## config.mk

```make
export PLATFORM = sky130hd
export DESIGN_NAME = gdiv_u_decode
export DESIGN_NICKNAME = d
export VERILOG_FILES = /design/src/rtl/gdiv_u_pkg.sv /design/src/rtl/gdiv_u_decode_win.sv /design/src/rtl/gdiv_u_decode.sv
export SDC_FILE = /design/constraint.sdc
export NUM_CORES = 1
export LEC_CHECK = 0
export CORE_ASPECT_RATIO = 0.9
export CORE_MARGIN = 2
export CORE_UTILIZATION = 51
export CTS_CLUSTER_DIAMETER = 120
export DETAILED_ROUTE_END_ITERATION = 10
export PLACE_DENSITY = 0.77
export SKIP_LAST_GASP = 1
export SLEW_MARGIN = 40
export SYNTH_ARGS = -nofsm -noshare
export SYNTH_HDL_FRONTEND = slang
export SYNTH_SLANG_ARGS = --single-unit
```

## constraint.sdc

```tcl
create_clock -name clk -period 2.33 [get_ports clk]
set_input_delay 0.233 -clock clk [delete_from_list [all_inputs] [get_ports clk]]
set_output_delay 0.233 -clock clk [all_outputs]
set_load 0.005 [all_outputs]
```

## src/rtl/gdiv_u_pkg.sv

```systemverilog
// Shared types and helpers for the unary bitstream decoder.
// GDIV_U_DECODE_BIPOLAR_EN selects the bipolar result encoding in gdiv_u_decode.
package gdiv_u_pkg;

  typedef enum logic {
    IDLE = 1'b0,
    ACC  = 1'b1
  } dec_state_t;

  // Window length in cycles for a given window exponent.
  function automatic int win_len(input int dep);
    return 1 << dep;
  endfunction

  // Bipolar value 2*ones - n. The only value that does not fit is +n, so it is clamped to n-1.
  function automatic int bipolar_val(input int ones, input int n);
    int v;
    v = 2 * ones - n;
    if (v > n - 1) v = n - 1;
    return v;
  endfunction

endpackage

```

## src/rtl/gdiv_u_decode_win.sv

```systemverilog
// Window counter for gdiv_u_decode: counts samples and ones over 2^DEP cycles.
// close pulses combinationally in the last window cycle. count then includes that cycle's sample.
module gdiv_u_decode_win
  import gdiv_u_pkg::*;
#(
  parameter int DEP = 5
) (
  input  logic         clk,
  input  logic         rst_n,
  input  logic         clear,
  input  logic         en,
  input  logic         bit_in,
  output logic         close,
  output logic [DEP:0] count
);

  localparam int W = DEP + 1;
  localparam logic [DEP-1:0] LAST = DEP'(win_len(DEP) - 1);

  logic [DEP-1:0] win_cnt;
  logic [DEP:0]   ones_cnt;

  // Sample and ones counters. They clear on window entry and on close, so a new window starts at zero.
  // NOTE: sequential state uses non-blocking assignments so every flop samples pre-edge values.
  always_ff @(posedge clk or negedge rst_n) begin
    if (!rst_n) begin
      win_cnt  <= '0;
      ones_cnt <= '0;
    end else if (clear || close) begin
      win_cnt  <= '0;
      ones_cnt <= '0;
    end else if (en) begin
      win_cnt  <= win_cnt + DEP'(1);
      ones_cnt <= ones_cnt + W'(bit_in);
    end
  end

  assign close = en && (win_cnt == LAST);
  assign count = ones_cnt + W'(bit_in);

endmodule

```

## src/rtl/gdiv_u_decode.sv

```systemverilog
// Unary-to-binary decoder. Counts ones in a bitstream over 2^DEP cycles and presents
// the count on a valid/ready port. Define GDIV_U_DECODE_BIPOLAR_EN to report
// 2*ones - N (saturated) instead of the raw ones count.
module gdiv_u_decode
  import gdiv_u_pkg::*;
#(
  parameter int DEP  = 5,
  parameter int CONT = 0
) (
  input  logic         clk,
  input  logic         rst_n,
  input  logic         start,
  input  logic         bitIn,
  input  logic         outReady,
  output logic         busy,
  output logic         outValid,
  output logic [DEP:0] outData,
  output logic         overrun
);

  localparam int W = DEP + 1;

  dec_state_t   state;
  dec_state_t   next_state;
  logic         win_close;
  logic [DEP:0] win_count;
  logic [DEP:0] result;

  gdiv_u_decode_win #(
    .DEP (DEP)
  ) u_win (
    .clk    (clk),
    .rst_n  (rst_n),
    .clear  ((state == IDLE) && start),
    .en     (state == ACC),
    .bit_in (bitIn),
    .close  (win_close),
    .count  (win_count)
  );

`ifdef GDIV_U_DECODE_BIPOLAR_EN
  localparam int N = win_len(DEP);
  assign result = W'(bipolar_val(int'(win_count), N));
`else
  assign result = win_count;
`endif

  // State register.
  always_ff @(posedge clk or negedge rst_n) begin
    if (!rst_n) state <= IDLE;
    else        state <= next_state;
  end

  // Next state: start opens a window. The close either ends the run or, in continuous mode, rolls into the next window.
  // NOTE: next_state defaults to state before the case, so no path leaves it unassigned and no latch is inferred.
  always_comb begin
    next_state = state;
    case (state)
      IDLE: if (start) next_state = ACC;
      ACC:  if (win_close && (CONT == 0)) next_state = IDLE;
      default: next_state = IDLE;
    endcase
  end

  // Output register and handshake. A load wins over a transfer. Overwriting an unconsumed result sets the sticky overrun flag.
  always_ff @(posedge clk or negedge rst_n) begin
    if (!rst_n) begin
      outValid <= 1'b0;
      outData  <= '0;
      overrun  <= 1'b0;
    end else if (win_close) begin
      outData  <= result;
      outValid <= 1'b1;
      if (outValid && !outReady) overrun <= 1'b1;
    end else if (outValid && outReady) begin
      outValid <= 1'b0;
    end
  end

  assign busy = (state == ACC);

endmodule

```

* Yosys cells after proc, flatten, opt, wreduce, memory -nomap -nowiden
Cells that the tools add are included.
Storage, ports and cells: bits in registers 20, word-level logic and storage cells 28
Cells by class: reduce and logical (&&, ||, !) cells 9, multiplexer cells 9, equality and inequality tests 1, add/sub/neg operators 2, bitwise logic cells 1
Operators by type and width (count):
- 6-bit 2-to-1 mux | 2
- 5-bit 2-to-1 mux | 2
- 6-bit by 1-bit adder with 6-bit output | 1
- 5-bit by 1-bit adder with 5-bit output (second input constant) | 1
- 5-bit == test (second input constant) | 1
- 1-bit logical AND | 4
- 1-bit 2-to-1 mux | 4
- 2-bit nonzero test | 2
- 1-bit one-hot mux with 2 select lines | 1
- 2-bit AND reduction | 1
- 1-bit logical NOT | 1
- 1-bit logical OR | 1
- 1-bit NOT | 1

* Logic depth before layout (Yosys ltp)
Gate-level depths: netlist of the first run.
depth in word-level cells 4, gate-level depth with buffers 7

* By module
A second synthesis of the first run with hierarchy kept.
Unflattened totals: cell total of the unflattened synthesis 81, area, all modules 965.9 sq um
By module, submodules not included:
- gdiv_u_decode_win | instances 1, cells each 59, area an instance 600.6 sq um
- gdiv_u_decode | instances 1, cells each 22, area an instance 365.4 sq um

* Least setup slack after synthesis of the first run
No wires, ideal clock.
path type reg-to-reg, start point register u_win.win_cnt[0], end point register u_win.ones_cnt[5], library setup time 0.069 ns, setup slack 0.640 ns, required time 2.261 ns, buffers on the path 0, stages on the path, launching flop included 7, period minus slack after synthesis 1.690 ns, arrival time 1.622 ns, cell sequence dfrtp_1 ha_1 and3_1 ha_1 nand2b_1 or4_1 nand3_1
On the way: cells in the longest elaborated chain, start to end 4, elaborated cells between the ends (all ways) 5
Ends and longest elaborated chain:
- start, declared | RTL line gdiv_u_decode_win.sv:20 | logic [DEP-1:0] win_cnt;
- start signal, assigned | RTL line gdiv_u_decode_win.sv:33 | win_cnt <= win_cnt + DEP'(1);
- 5-bit == test (*) | RTL line gdiv_u_decode_win.sv:38 | assign close = en && (win_cnt == LAST);
- 1-bit logical AND (*) | RTL line gdiv_u_decode_win.sv:38
- 1-bit logical OR (*) | RTL line gdiv_u_decode_win.sv:29 | end else if (clear || close) begin
- 6-bit 2-to-1 mux / 2-bit nonzero test (equally long branches)
- end signal, assigned | RTL line gdiv_u_decode_win.sv:34 | ones_cnt <= ones_cnt + W'(bit_in);
- end, declared | RTL line gdiv_u_decode_win.sv:21 | logic [DEP:0] ones_cnt;
Every way passes the cells marked *; elsewhere a longest branch is shown, timed or not. A chain may end at the register's enable or synchronous reset.

* Worst setup path in the final report of the first run
start point register u_win.win_cnt[0], end point register u_win.win_cnt[3]
On the way: cells in the longest elaborated chain, start to end 4, elaborated cells between the ends (all ways) 7
Ends and longest elaborated chain:
- branches (longest 4 deep; another with 5-bit by 1-bit adder with 5-bit output)
Parallel ways; which one is timed is not known. The select of a mux whose other input is x is not followed.

==> impl_metrics.json, run 1 <==
{
  "placementRows": 14,
  "wl_per_cell_um": 12.9,
  "crit_buf_inv": 0,
  "worstMarginPinSlew_ps": 413,
  "ys_seq_area_share_pct": 54.6,
  "synth_top_area_share_pct": 54.6,
  "cts_buffer_depth": 2,
  "grt_max_degree": 21,
  "synth_xor_area_share_pct": 2.87,
  "drtPass1Iterations": 4,
  "cp_top_family": "simple AND/OR/NAND/NOR gates",
  "vias_per_cell": 5.48,
  "path_common_cell": "ha_1",
  "fp.dieH_um": 44.2,
  "finalNonFillerCells": 124,
  "post_cts.resized_instances": 0,
  "drive_gt1_share_pct": 10.0,
  "cap_violations": 0,
  "finalSetupViolations": 0,
  "min_period_ps": 1960,
  "timing.hold.ws_ps": 271,
  "p_leak_nw": 0.497,
  "synth_common_cells": "dfrtp_1, nand2_1, o21ai_0, a22o_1",
  "overflow": 0,
  "synth_flop_cell": "dfrtp_1",
  "reg2reg_slack_ps": 370,
  "finClkSkew_ps": 0.330,
  "vias": 680,
  "initial_core_util_pct": 54.5,
  "fmax_ghz": 0.510,
  "rr_endpoint": "u_win.win_cnt[3]$_DFFE_PN0P_",
  "area_growth_syn_to_layout_pct": 20.2,
  "setup.worst_path.start_class": "flip-flop",
  "end_kind": "flip-flop",
  "worst_ep_required_time_ps": 2550,
  "syn_area_um2": 916,
  "cts_tree": "done",
  "nFillCells": 150,
  "worstPathMaxFanout": 13,
  "yosysMostFrequentCell": "dfrtp_1",
  "root_buffer": "clkbuf_4",
  "reg2reg_depth": 6,
  "vdd_drop_max_v": 0.000690,
  "status": "finished, final reports clean",
  "port_buffers": 13,
  "nets": 111,
  "cp_cell_sequence": "ha_1 > and3_1 > ha_1 > and2b_1 > a41oi_1 > a31oi_1",
  "io_pins": 14,
  "num_antenna_cells": 0,
  "cts_buffers": 3,
  "hold_buffers": 0,
  "yosys.area_share.simple_pct": 15.4,
  "max_stage_delay_ps": 480,
  "grt_pass1_wl_um": 2790,
  "synth_top_family_by_area": "compound AO/OA/AOI/OAI gates",
  "powerDensity_nw_per_um2": 1180,
  "dpl_cell_area_um2": 1080,
  "die_w_um": 48.7,
  "yosys.area.top_type": "dfrtp_1",
  "track_usage_pct": 17.4,
  "fin_util_pct": 65.5,
  "coreArea_um2": 1680,
  "place_congestion": 0.785,
  "finalSetupTns_ps": 0,
  "yosysUniqueCellTypes": 28,
  "use_met2_pct": 25.8,
  "drt_iter0_markers": 17,
  "pre_cts_ws_ps": 398,
  "synth_area_leaders": "dfrtp_1, ha_1, nand2_1",
  "syn_area_per_cell_um2": 10.9,
  "hold_path.class": "input pin to async pin",
  "maxSlewViolCount": 0,
  "relSlewSlack_pct": 72.4,
  "period_share_pct": 84.1,
  "crit_arrival_ps": 2180,
  "total_power_mw": 1.30,
  "placedCellCount": 121,
  "async_flop_share_pct": 100,
  "synthAdderAreaFrac_pct": 5.46,
  "rsz0062_at_grt": "false",
  "ys_ff_latch": 20,
  "critPathKind": "flip-flop to flip-flop",
  "synth_nets": 93,
  "worst_slack_ps": 371,
  "die-area_um2": 2150,
  "htree_levels": 1,
  "path_clk_slew_ps": 100,
  "antenna_found_initial": 0,
  "synth_cells": 84,
  "wl_um": 1600,
  "hold_viol": 0,
  "yosys_warnings": 0,
  "post-cts-setup-buffers": 0,
  "grtUsageMet1_pct": 24.8,
  "cp_slowest_cell": "and2b_1",
  "synth-edff-count": 0,
  "r2r_start": "u_win.win_cnt[0]$_DFFE_PN0P_",
  "synth_mux_area_share_pct": 2.46,
  "final_antenna_net_count": 0,
  "busiest_layer": "met2",
  "drcViolationCount": 0,
  "cts.sink_count": 20,
  "synth_compound_area_share_pct": 16.9,
  "fin_area_um2": 1100,
  "grt_pass1_vias": 617,
  "use_met3_pct": 3.38,
  "hpwl_um": 1190,
  "worstSkewPairLatency_ps": 290
}
routing by layer:
layer | vias up | routed length [µm]
li1 | 340 | -
met5 | - | 0
met2 | 16 | 699
met4 | 0 | 13
met1 | 322 | 825
met3 | 2 | 64
layout make-up:
cell class / count / area, µm² / share of cell area, %
repair buffers: 15 / 145 / 13.2
flip-flops and latches: 20 / 500 / 45.5
multi-input cells: 60 / 395 / 35.9
clock buffers: 3 / 22.5 / 2.05
well taps: 24 / 30.0 / 2.73
inverters: 2 / 7.51 / 0.682
power breakdown:
part           switching (mW)  internal (mW)
sequential              0.138          0.500
clock                  0.0959         0.0601
combinational           0.207          0.298
total                   0.441          0.858
state kept, by name, summed over array words and instances, names as in the netlist:
name            count
outData             6
u_win.ones_cnt      6
u_win.win_cnt       5
busy                1
outValid            1
overrun             1
how the worst max path moves through the flow:
stage                                 startpoint                            end  slack, ps  depth (start not counted)
floorplan           u_win.win_cnt[0]$_DFFE_PN0P_  u_win.ones_cnt[5]$_DFFE_PN0P_        640                          6
global placement    u_win.win_cnt[0]$_DFFE_PN0P_   u_win.win_cnt[3]$_DFFE_PN0P_        470                          6
detailed placement  u_win.win_cnt[0]$_DFFE_PN0P_   u_win.win_cnt[3]$_DFFE_PN0P_        400                          6
CTS                 u_win.win_cnt[0]$_DFFE_PN0P_   u_win.win_cnt[3]$_DFFE_PN0P_        380                          6
global route        u_win.win_cnt[0]$_DFFE_PN0P_   u_win.win_cnt[3]$_DFFE_PN0P_        230                          6
finish              u_win.win_cnt[0]$_DFFE_PN0P_   u_win.win_cnt[3]$_DFFE_PN0P_        370                          6
logic make-up (layout without fill, tap and decap cells):
group           after synthesis  count (layout)
buf+inv                       4              20
fa+ha+maj                     4               4
simple gates                 27              27
flops                        20              20
mux                           2               2
xor+xnor                      3               3
compound gates               24              24
placed cells by master (no fill, tap or decap):
master | Yosys | layout
or4_1 | 1 | 1
and2b_1 | 1 | 1
nor2_2 | 1 | 1
ha_1 | 4 | 4
inv_1 | 2 | 2
buf_4 | 1 | 2
a31oi_1 | 1 | 1
a22o_1 | 5 | 5
dfrtp_1 | 20 | 20
nand2b_1 | 2 | 2
and3_1 | 1 | 1
nand3_1 | 4 | 4
a21oi_1 | 4 | 4
xor2_1 | 2 | 2
mux2_2 | 2 | 2
clkdlybuf4s50_1 | 0 | 13
nor3b_1 | 1 | 1
or2_2 | 1 | 1
o21bai_1 | 1 | 1
nor2b_1 | 1 | 1
o21ai_0 | 8 | 8
nand3_2 | 1 | 1
o211ai_1 | 1 | 1
a41oi_1 | 2 | 2
xnor2_1 | 1 | 1
o22ai_1 | 2 | 2
nand2_1 | 12 | 12
clkbuf_4 | 0 | 3
or3_1 | 1 | 1
Note: power is estimated with default switching activity, not from simulation.
==> run 2: changes to the inputs <==
--- a/config.mk
+++ b/config.mk
@@ -7,10 +7,10 @@
 export LEC_CHECK = 0
 export CORE_ASPECT_RATIO = 0.9
 export CORE_MARGIN = 2
-export CORE_UTILIZATION = 51
+export CORE_UTILIZATION = 46
 export CTS_CLUSTER_DIAMETER = 120
 export DETAILED_ROUTE_END_ITERATION = 10
-export PLACE_DENSITY = 0.77
+export PLACE_DENSITY = 0.73
 export SKIP_LAST_GASP = 1
 export SLEW_MARGIN = 40
 export SYNTH_ARGS = -nofsm -noshare
==> constraint.sdc (replaced) <==
create_clock -name clk -period 1.76 [get_ports clk]
set_input_delay 0.176 -clock clk [delete_from_list [all_inputs] [get_ports clk]]
set_output_delay 0.176 -clock clk [all_outputs]
set_load 0.005 [all_outputs]
==> run 2 against run 1 <==
Compared with the run above: global-route usage up 0.50 points; core utilization down 0.064 points; non-clock buffer count up 8; total power up 59%; highest routed layer unchanged.
==> impl_metrics.json, run 2 (synthesis results as in run 1) <==
{
  "grtUsageMet1_pct": 22.3,
  "htree_levels": 1,
  "initial_core_util_pct": 48.3,
  "cp_top_family": "simple AND/OR/NAND/NOR gates",
  "io_pins": 14,
  "hpwl_um": 1240,
  "place_congestion": 0.741,
  "reg_top3": "outData x6, u_win.ones_cnt x6, u_win.win_cnt x5",
  "vdd_drop_max_v": 0.00104,
  "port_buffers": 13,
  "num_antenna_cells": 0,
  "fin_util_pct": 65.4,
  "critPathKind": "flip-flop to flip-flop",
  "root_buffer": "clkbuf_4",
  "die-area_um2": 2360,
  "finalNonFillerCells": 134,
  "grt_pass1_vias": 690,
  "maxSlewViolCount": 0,
  "period_share_pct": 96.7,
  "status": "finished, final reports clean",
  "drcViolationCount": 0,
  "drt_iter0_markers": 12,
  "path_clk_slew_ps": 110,
  "worstSkewPairLatency_ps": 300,
  "cp_cell_sequence": "ha_2 > and3_1 > ha_4 > and2b_4 > buf_4 > clkbuf_16 > a22o_1",
  "coreArea_um2": 1900,
  "final_cell_mix": "dfrtp_1, clkdlybuf4s50_1, nand2_1",
  "total_power_mw": 2.07,
  "finalSetupViolations": 0,
  "cts.sink_count": 20,
  "r2r_start": "u_win.win_cnt[0]$_DFFE_PN0P_",
  "worstPathMaxFanout": 5,
  "nets": 119,
  "area_growth_syn_to_layout_pct": 35.4,
  "finClkSkew_ps": 6.26,
  "fp.dieH_um": 46.3,
  "use_met3_pct": 7.14,
  "cts_buffer_depth": 2,
  "final_antenna_net_count": 0,
  "end_kind": "flip-flop",
  "wl_um": 1880,
  "hold_path.class": "input pin to async pin",
  "setup.worst_path.start_class": "flip-flop",
  "drive_gt1_share_pct": 20.2,
  "crit_arrival_ps": 1950,
  "min_period_ps": 1700,
  "powerDensity_nw_per_um2": 1670,
  "track_usage_pct": 17.9,
  "max_stage_delay_ps": 400,
  "worst_slack_ps": 57.6,
  "pre_cts_ws_ps": -25.5,
  "reg2reg_slack_ps": 60,
  "drtPass1Iterations": 4,
  "die_w_um": 51.0,
  "worstMarginPinSlew_ps": 423,
  "cts_buffers": 3,
  "cp_slowest_cell": "dfrtp_1",
  "antenna_found_initial": 0,
  "overflow": 0,
  "busiest_layer": "met2",
  "wl_per_cell_um": 14.1,
  "vias": 717,
  "cap_violations": 0,
  "vias_per_cell": 5.35,
  "crit_buf_inv": 2,
  "final_common_cell": "dfrtp_1",
  "crit_start": "u_win.win_cnt[0]$_DFFE_PN0P_",
  "relSlewSlack_pct": 71.8,
  "grt_pass1_wl_um": 2990,
  "fmax_ghz": 0.587,
  "placedCellCount": 126,
  "grt_max_degree": 21,
  "hold_viol": 0,
  "p_leak_nw": 0.565,
  "use_met2_pct": 27.5,
  "placementRows": 15,
  "timing.hold.ws_ps": 200,
  "cts_tree": "done",
  "worst_ep_required_time_ps": 2010
}
[run 2: cell types whose count changed in the layout (fill, tap and decap cells not counted), sizes merged]
| cell | change |
|---|---|
| bufinv | +1 |
| clkbuf | +1 |
| buf | +7 |
[run 2: power by group]
| part | leakage [nW] | switching (mW) | internal, mW |
|---|---|---|---|
| clock network | 0.0279 | 0.139 | 0.230 |
| logic | 0.295 | 0.333 | 0.521 |
| registers | 0.242 | 0.180 | 0.662 |
[run 2: layer usage]
layer	wire length, µm	up-vias
met4	10	0
met3	89	2
met1	845	343
li1	-	352
met2	937	20
met5	0	-
[run 2: worst paths after layout]
path	depth (start not counted)	to
max in group asynchronous	2	u_win.win_cnt[2]$_DFFE_PN0P_
worst min register to register	2	outData[3]$_DFFE_PN0P_
worst max register to register	7	u_win.win_cnt[4]$_DFFE_PN0P_
min in group clk	2	outData[3]$_DFFE_PN0P_
worst min-delay path	2	outValid$_DFFE_PN0P_
worst max-delay path	7	u_win.win_cnt[4]$_DFFE_PN0P_
[run 2: through the flow]
stage / instance area [µm²] / setup TNS [ps]
after CTS: 1180 / 0
after global routing: 1240 / -18.9
after detailed placement: 1120 / -25.5
final: 1240 / 0
after floorplan: 916 / 0
after global placement: 1120 / 0
[run 2: final cells by class]
cell class | count | area, µm²
inverter | 2 | 7.51
fill | 135 | 656
sequential | 20 | 500
clock inverter | 1 | 30.0
clock buffer | 3 | 22.5
tap | 25 | 31.3
multi-input combinational | 60 | 413
timing repair buffer | 23 | 235
[run 2: what timing repair did]
action / in CTS / in global routing
resized for setup: 2 / 3
gates cloned: 0 / 1
pin swaps: 1 / 1
hold buffers: 0 / 0
buffers inserted: 0 / 3
setup endpoints to repair: 4 / 5
==> run 3: changes to the inputs <==
--- a/config.mk
+++ b/config.mk
@@ -5,12 +5,13 @@
 export SDC_FILE = /design/constraint.sdc
 export NUM_CORES = 1
 export LEC_CHECK = 0
+export ABC_AREA = 1
 export CORE_ASPECT_RATIO = 0.9
 export CORE_MARGIN = 2
 export CORE_UTILIZATION = 46
 export CTS_CLUSTER_DIAMETER = 120
 export DETAILED_ROUTE_END_ITERATION = 10
-export PLACE_DENSITY = 0.73
+export PLACE_DENSITY = 0.74
 export SKIP_LAST_GASP = 1
 export SLEW_MARGIN = 40
 export SYNTH_ARGS = -nofsm -noshare
==> constraint.sdc (replaced) <==
create_clock -name clk -period 1.4 [get_ports clk]
set_input_delay 0.14 -clock clk [delete_from_list [all_inputs] [get_ports clk]]
set_output_delay 0.14 -clock clk [all_outputs]
set_load 0.005 [all_outputs]
==> run 3 against run 2 <==
Compared with the run above: the run now ends with negative setup slack left; synthesized cell count increased by 17%; sequential power increased by 21%; sequential share of layout area fell by 0.58 points; fmax grew 21%; flip-flop and latch count did not move; clock power decreased by 11%; first-iteration DRC count fell by 8.3%; final cell count up 12%; largest cell class unchanged; highest routed layer unchanged.
==> impl_metrics.json, run 3 <==
{
  "worstSkewPairLatency_ps": 290,
  "drcViolationCount": 0,
  "yosysMostFrequentCell": "nand2_1",
  "synth_cells": 98,
  "async_flop_share_pct": 100,
  "fin_util_pct": 66.5,
  "vias_per_cell": 4.84,
  "hold_buffers": 0,
  "worstMarginPinSlew_ps": 268,
  "synth_flop_cell": "dfrtp_1",
  "reg2reg_depth": 8,
  "synth_nets": 107,
  "syn_area_per_cell_um2": 9.28,
  "drive_gt1_share_pct": 26.4,
  "root_buffer": "clkbuf_4",
  "htree_levels": 1,
  "pwr-share-clk_pct": 13.1,
  "hold_path.class": "input pin to async pin",
  "yosysUniqueCellTypes": 20,
  "fin_area_um2": 1260,
  "finalSetupTns_ps": -3.66,
  "final_common_cell": "nand2_1",
  "cts_buffers": 3,
  "finClkSkew_ps": 3.75,
  "wl_per_cell_um": 11.8,
  "placementRows": 15,
  "initial_core_util_pct": 48.0,
  "yosys_warnings": 0,
  "die-area_um2": 2350,
  "p_comb_share_pct": 46.2,
  "synth_common_cells": "nand2_1, dfrtp_1, inv_1, nand3_1, nor2_1",
  "dpl_cell_area_um2": 1140,
  "maxSlewViolCount": 0,
  "area_growth_syn_to_layout_pct": 38.7,
  "final_cell_mix": "nand2_1, dfrtp_1, clkdlybuf4s50_1",
  "powerDensity_nw_per_um2": 1990,
  "period_share_pct": 100,
  "p_sw_share_pct": 34.9,
  "fmax_ghz": 0.712,
  "wl_um": 1770,
  "drt_iter0_markers": 11,
  "status": "finished, violations left",
  "p_leak_nw": 0.616,
  "violations": "negative setup slack",
  "pre_cts_ws_ps": -87.5,
  "path_clk_slew_ps": 110,
  "fp.dieH_um": 46.2,
  "yosys.area.top_type": "dfrtp_1",
  "grt_pass1_vias": 713,
  "p_int_mw": 1.63,
  "vdd_drop_max_v": 0.00132,
  "min_period_ps": 1400,
  "worst_ep_required_time_ps": 1630,
  "worstPathMaxFanout": 3,
  "finalSetupViolations": 1,
  "cts_tree": "done",
  "grt_max_degree": 21,
  "syn_area_um2": 910,
  "cts.sink_count": 20,
  "reg_top3": "outData x6, u_win.ones_cnt x6, u_win.win_cnt x5",
  "antenna_found_initial": 0,
  "setup.worst_path.start_class": "flip-flop",
  "end_kind": "flip-flop",
  "final_antenna_net_count": 0,
  "timing.hold.ws_ps": 179,
  "vias": 726,
  "crit_arrival_ps": 1640,
  "synth_top_area_share_pct": 55.0,
  "die_w_um": 50.9,
  "track_usage_pct": 17.3,
  "hpwl_um": 1290,
  "ys_seq_area_share_pct": 55.0,
  "place_congestion": 0.762,
  "coreArea_um2": 1900,
  "p_switching_mw": 0.875,
  "overflow": 0,
  "drtPass1Iterations": 4,
  "hold_viol": 0,
  "nets": 135,
  "worst_slack_ps": -3.66,
  "critPathKind": "flip-flop to flip-flop",
  "synth-edff-count": 0,
  "ys_ff_latch": 20,
  "cap_violations": 0,
  "pwr-share-seq_pct": 40.7,
  "nFillCells": 160,
  "relSlewSlack_pct": 82.2,
  "rsz0062_at_grt": "true",
  "cts_buffer_depth": 2,
  "num_antenna_cells": 0,
  "io_pins": 14,
  "port_buffers": 13,
  "synth_area_leaders": "dfrtp_1, nand2_1, ha_1",
  "grt_pass1_wl_um": 2960
}
## run 3: cell count changes after synthesis, sizes merged, moves of 2 or more
cell and delta:
nand2 +15, inv +10, nor2 +8, a22o -3, a41oi -2, mux2 -2, nand2b -2, nand3 +2
o21ai -2
## run 3: logic make-up (layout without fill, tap and decap cells)
logic type	Yosys count	in the layout	share of synthesized area (%)
buffers and inverters	13	40	5.50
adders and majority gates	4	4	5.50
DFF	20	20	55.0
and+or+nand+nor	44	44	21.0
AOI/OAI and AO/OA	14	14	10.0
xor gates and xnor gates	3	3	2.89
## run 3: final timing paths
kind	slack, ps	startpoint	endpoint
max	-4	u_win.win_cnt[0]$_DFFE_PN0P_	u_win.win_cnt[3]$_DFFE_PN0P_
min	180	rst_n	u_win.ones_cnt[4]$_DFFE_PN0P_
max reg2reg	-4	u_win.win_cnt[0]$_DFFE_PN0P_	u_win.win_cnt[3]$_DFFE_PN0P_
min reg2reg	480	outData[4]$_DFFE_PN0P_	outData[4]$_DFFE_PN0P_
max in group asynchronous	990	rst_n	busy$_DFF_PN0_
min in group clk	450	outReady	overrun$_DFFE_PN0P_
## run 3: metal layers
layer  global-route usage (%)  share of wire [%]  wire [µm]  vias to the layer above
met3                     1.95                2.3         40                        2
met4                     8.11                1.1         20                        0
li1                         -                  -          -                      367
met1                     21.1                 47        829                      344
met5                        0                  0          0                        -
met2                     31.3                 50        877                       13
## run 3: layout make-up
class                           count  area, µm²  area share, %
Sequential cell                    20        502           39.8
Multi-Input combinational cell     65        424           33.6
Timing Repair Buffer               24        220           17.5
Inverter                           12       47.5           3.77
Clock buffer                        4       36.3           2.88
Tap cell                           25       31.3           2.48
## run 3: repair_timing
item / 4_1_cts / 5_1_grt
gates resized for setup: 4 / 9
buffers inserted: 0 / 3
pin swaps: 3 / 7
cloned: 0 / 0
setup endpoints to repair: 14 / 18
## run 3: worst max-delay path: stages (launching register included)
cell and delay (ps):
dfrtp_1 400, ha_2 190, and3_4 180, ha_4 170, nand2_4 70, inv_4 50
a21oi_4 120, nand2_1 60, nor2_1 100
## run 3: stage by stage
step | power (mW) | cells
4_1_cts | 2.45 | 147
3_3_place_gp | 2.01 | 143
3_5_place_dp | 2.07 | 143
6_report | 2.50 | 150
5_1_grt | 2.74 | 150
2_1_floorplan | 1.60 | 98
## run 3: power groups by stage
stage	Combinational [mW]	Sequential (mW)	Clock, mW
after floorplan	0.579	1.02	0
after global placement	0.998	1.01	0
after detailed placement	1.04	1.03	0
after CTS	1.08	1.03	0.345
after global routing	1.31	1.05	0.369
final	1.16	1.02	0.328
